$ cat src/rtl/serial_adder_pkg.sv
// Shared definitions for the bit-serial adder: state encodings and default width.
package serial_adder_pkg;

  localparam int unsigned DefaultW = 8;

  typedef enum logic [1:0] {
    StIdle = 2'd0,
    StRun  = 2'd1,
    StDone = 2'd2
  } state_e;

endpackage

$ cat src/rtl/serial_adder_fulladd.sv
// 1-bit full adder built from two half-adder stages and an OR of their carries.
module serial_adder_fulladd (
  input  logic a,
  input  logic b,
  input  logic cin,
  output logic su,
  output logic ca
);

  logic ha0_s, ha0_c, ha1_c;

  assign ha0_s = a ^ b;
  assign ha0_c = a & b;
  assign su    = ha0_s ^ cin;
  assign ha1_c = ha0_s & cin;
  assign ca    = ha0_c | ha1_c;

endmodule

$ cat src/rtl/serial_adder.sv
// Bit-serial W-bit adder: one full-adder cell plus a carry flop, LSB first,
// with a start/busy/done handshake.
module serial_adder
  import serial_adder_pkg::*;
#(
  parameter int unsigned W = DefaultW
) (
  input  logic         clk,
  input  logic         rst,
  input  logic         start,
  input  logic [W-1:0] a,
  input  logic [W-1:0] b,
  input  logic         cin,
  output logic         busy,
  output logic         done,
  output logic [W-1:0] su,
  output logic         ca
);

  localparam int unsigned CntW = $clog2(W);
  localparam logic [CntW-1:0] CntLast = CntW'(W - 1);

  state_e state_q, state_d;

  logic [CntW-1:0] cnt_q;
  logic [W-1:0]    sa_q, sb_q, su_q;
  logic            carry_q, ca_q;
  logic            fa_s, fa_c;

  serial_adder_fulladd u_fulladd (
    .a   (sa_q[0]),
    .b   (sb_q[0]),
    .cin (carry_q),
    .su  (fa_s),
    .ca  (fa_c)
  );

  always_ff @(posedge clk) begin
    if (rst) begin
      state_q <= StIdle;
    end else begin
      state_q <= state_d;
    end
  end

  always_comb begin
    state_d = state_q;
    unique case (state_q)
      StIdle:  if (start) state_d = StRun;
      StRun:   if (cnt_q == CntLast) state_d = StDone;
      StDone:  state_d = StIdle;
      default: state_d = StIdle;
    endcase
  end

  always_comb begin
    busy = (state_q != StIdle);
    done = (state_q == StDone);
  end

  // su/ca are not cleared on load so the previous result holds until shifting starts.
  always_ff @(posedge clk) begin
    if (rst) begin
      cnt_q   <= '0;
      sa_q    <= '0;
      sb_q    <= '0;
      su_q    <= '0;
      carry_q <= 1'b0;
      ca_q    <= 1'b0;
    end else begin
      case (state_q)
        StIdle: begin
          if (start) begin
            sa_q    <= a;
            sb_q    <= b;
            carry_q <= cin;
            cnt_q   <= '0;
          end
        end
        StRun: begin
          su_q    <= {fa_s, su_q[W-1:1]};
          carry_q <= fa_c;
          sa_q    <= {1'b0, sa_q[W-1:1]};
          sb_q    <= {1'b0, sb_q[W-1:1]};
          cnt_q   <= cnt_q + 1'b1;
          if (cnt_q == CntLast) ca_q <= fa_c;
        end
        default: ;
      endcase
    end
  end

  assign su = su_q;
  assign ca = ca_q;

endmodule
$ cat config.mk
export PLATFORM = sky130hd
export DESIGN_NAME = serial_adder
export DESIGN_NICKNAME = d
export VERILOG_FILES = /design/src/rtl/serial_adder_pkg.sv /design/src/rtl/serial_adder_fulladd.sv /design/src/rtl/serial_adder.sv
export SDC_FILE = /design/constraint.sdc
export NUM_CORES = 1
export LEC_CHECK = 0
export CORE_ASPECT_RATIO = 0.8
export CORE_MARGIN = 3
export CORE_UTILIZATION = 48
export CTS_CLUSTER_SIZE = 28
export DETAILED_ROUTE_END_ITERATION = 7
export PLACE_DENSITY = 0.83
export SYNTH_ARGS = -nofsm -noshare
export SYNTH_HDL_FRONTEND = slang
export SYNTH_SLANG_ARGS = --single-unit
$ cat constraint.sdc
create_clock -name clk -period 1.5 [get_ports clk]
set_input_delay 0.225 -clock clk [delete_from_list [all_inputs] [get_ports clk]]
set_output_delay 0.225 -clock clk [all_outputs]
set_load 0.005 [all_outputs]
==> out/metrics.cfg <==
[critical_path]
worst_path_dominant_cell_family=buffers and inverters
path_max_fanout=3
path_cells=clkdlybuf4s50_1
worstSetupPathType=flop to output pin
cp.buffers_inverters=1
cpMaxStageDelayCell=sky130_fd_sc_hd__clkdlybuf4s50_1
timing.critical_path.arrival_ns=1.23
crit_path_start_kind=flop
critical_path.max_stage_delay_ns=0.52
crit_path_end_kind=output pin
worst_ep_required_time_ns=1.27

[route]
detail_route.iter0.violations=50
average_vias_per_placed_instance=5.11
drc=0
wl_per_cell_um=12.2
first_pass_iters=4
route.vias.total=1175
drt.antenna.violating_nets=0
wirelength_mm=2.82

[min_path]
timing.hold.worst.class=input port to flop

[grt]
globalRouteMet2Util_pct=33.1
grt_pass1_vias=1162
grt_util_met1_pct=20.8
wire_length_of_the_first_global_routing_pass_mm=4.92
top_usage_layer=met2
grt_start_max_net_pins=32
grt_antenna_before_repair=0
global_route.overflow_total=0
met3_usage_pct=5.52
track_usage_pct=18.9

[timing]
finalHoldWorstSlack_ns=0.463
finalWorstPathRequiredPeriod_ns=1.45
rsz0062_at_grt=no
final-hold-violation-count=0
timing.clock.skew_ns=0.0103
layout_worst_path_cycle_share_pct=96.9
max_freq_mhz=688
setup_viol=0
timing.final.max_slew_violations=0
final.setup.worst_slack_ns=0.0463
tightestPinTransition_ns=0.323
slew-limit-headroom_pct=78.5

[placement]
buffer_ports.inserted=30
detail_placement_hpwl_mm=2.00
numPlacedInstances=220
postPlaceCellArea_um2=1670
dpl_worst_slack_ns=-0.0781
globalplace.congestion=0.780

[finish]
nNetsFinal=217
layout.area.seq_um2=631
diode_count=0
post-route-util_pct=69.1
fin_cells=230
final_design_area_no_fill_um2=1760
final_cell_mix=sky130_fd_sc_hd__nor2_1 (40), sky130_fd_sc_hd__clkdlybuf4s50_1 (28), sky130_fd_sc_hd__dfxtp_1 (27), sky130_fd_sc_hd__nand2_1 (17), sky130_fd_sc_hd__nor4_1 (15)
post_route_cells_drive_above_1_share_pct=17.5
multi_input_comb_area_um2=623
mostFrequentLayoutCell=sky130_fd_sc_hd__nor2_1
area_growth_syn_to_layout_pct=32.4
fill_cells=225

[clocking]
clk_pin_slew_ns=0.09
cts_num_sinks=31
htree_levels=2
tritoncts_buffer_count=5
worstSkewPairLatency_ns=0.34
clock_tree.buffer_depth=2
cts_tree=yes
postCtsHoldBufs=0
clock-root-buffer=sky130_fd_sc_hd__clkbuf_4

[floorplanning]
fp.dieW_um=64.8
initial_core_util_pct=52.2
boundaryPins=31
die_y_um=53.0
core.rowCount=16
coreArea_um2=2540
die_area_um2=3440

[run_status]
status=complete, no violations

[power_and_ir_drop]
power_leakage_nw=0.696
vdd.ir_drop.worst_uv=647
cellPowerDensity_nw_per_um2=932

[synth]
synth_cells=158
synth_area_per_cell_um2=8.40
synth.ff_latch_count=31
mappedNetlistNets=181
post_synth_num_cell_types=27
synth.yosys.seq_area_share_pct=46.7
netlist_area_before_placement_um2=1330
yosys_warnings=0

[run]
number_of_maximum_capacitance_constraint_violations=0

==> synth_stat cells <==
| library cell | count | area share [%] |
|---|---|---|
| sky130_fd_sc_hd__nor2_2 | 7 | 3.3 |
| sky130_fd_sc_hd__nor2b_1 | 3 | 1.4 |
| sky130_fd_sc_hd__buf_6 | 1 | 0.85 |
| sky130_fd_sc_hd__a22oi_1 | 2 | 1.1 |
| sky130_fd_sc_hd__a21oi_1 | 11 | 4.1 |
| sky130_fd_sc_hd__buf_12 | 1 | 1.5 |
| sky130_fd_sc_hd__buf_2 | 3 | 1.1 |
| sky130_fd_sc_hd__ha_1 | 2 | 1.9 |
| sky130_fd_sc_hd__o21ba_2 | 1 | 0.75 |
| sky130_fd_sc_hd__buf_4 | 3 | 1.7 |
| sky130_fd_sc_hd__inv_1 | 1 | 0.28 |
| sky130_fd_sc_hd__dfxtp_1 | 31 | 47 |
| sky130_fd_sc_hd__nand3b_1 | 3 | 1.7 |
| sky130_fd_sc_hd__o21ai_0 | 2 | 0.75 |
| sky130_fd_sc_hd__nor3_1 | 1 | 0.38 |
| sky130_fd_sc_hd__nor4_1 | 15 | 7.1 |
| sky130_fd_sc_hd__or3b_1 | 1 | 0.66 |
| sky130_fd_sc_hd__nand2b_2 | 1 | 0.66 |
| sky130_fd_sc_hd__mux2i_1 | 2 | 1.5 |
| sky130_fd_sc_hd__nand2_1 | 17 | 4.8 |
| sky130_fd_sc_hd__nor2_1 | 40 | 11 |
| sky130_fd_sc_hd__nand3_1 | 1 | 0.38 |
| sky130_fd_sc_hd__or2_2 | 1 | 0.47 |
| sky130_fd_sc_hd__fa_1 | 1 | 1.5 |
| sky130_fd_sc_hd__clkbuf_1 | 3 | 0.85 |
| sky130_fd_sc_hd__nor2_4 | 3 | 2.5 |
| sky130_fd_sc_hd__o21bai_1 | 1 | 0.57 |
==> state kept, by name, indices dropped and copies added (netlist names) <==
name / cells
sb_q: 8
carry_q: 1
cnt_q: 3
su: 8
sa_q: 8
ca: 1
state_q: 2
==> cells by family (layout without fill, tap and decap cells) <==
logic type	Yosys count	after routing	share of synthesized area, %
and+or+nand+nor	93	93	34.7
buffers and inverters	12	48	6.31
DFF	31	31	46.7
AOI/OAI and AO/OA	17	17	7.35
adders and majority gates	3	3	3.39
muxes	2	2	1.51
==> path summary, 6_finish.rpt <==
kind / start / end / slack (ns) / depth (start not counted)
max reg2reg: state_q[1]$_SDFFE_PP0P_ / sa_q[6]$_SDFFE_PP0P_ / 0.17 / 5
min: a[7] / sa_q[7]$_SDFFE_PP0P_ / 0.46 / 3
max: su[3]$_SDFFE_PP0P_ / su[3] / 0.05 / 1
min reg2reg: su[0]$_SDFFE_PP0P_ / su[0]$_SDFFE_PP0P_ / 0.47 / 2
==> per-stage QoR <==
step / power, W / TNS, ns
2_1_floorplan: 0.00106 / 0
3_3_place_gp: 0.00116 / -0.188
3_5_place_dp: 0.00117 / -0.534
4_1_cts: 0.00165 / 0
5_1_grt: 0.00172 / 0
6_report: 0.00164 / 0
==> report_power, final <==
part           internal (W)  total, W  switching, W
Sequential         0.000869  0.000899     0.0000304
Combinational      0.000134  0.000254      0.000120
Clock              0.000217  0.000485      0.000268
==> area by class of cell <==
| class | instances | share of cell area, % |
|---|---|---|
| tap | 36 | 2.56 |
| clock inverter | 1 | 0.285 |
| sequential | 31 | 35.9 |
| multi-input combinational | 115 | 35.4 |
| inverter | 1 | 0.214 |
| timing repair buffer | 40 | 22.7 |
| clock buffer | 6 | 2.92 |
==> per-layer routing <==
metal	share of wire [%]	vias to the layer above
li1	-	595
met1	46	547
met2	47	26
met3	4.7	7
met4	2.3	0
met5	0	-
==> worst min-delay path, stage by stage <==
cell,delay (ns)
sky130_fd_sc_hd__clkdlybuf4s50_1,0.40
sky130_fd_sc_hd__nand3b_1,0.08
sky130_fd_sc_hd__a21oi_1,0.05
==> timing repair <==
action / CTS / global route
gates resized for setup: 6 / 3
endpoints found under the setup margin: 2 / 3
endpoints found under the hold margin: 0 / 0
setup buffers: 2 / 1
No activity file was read; power rests on OpenSTA's default activity.
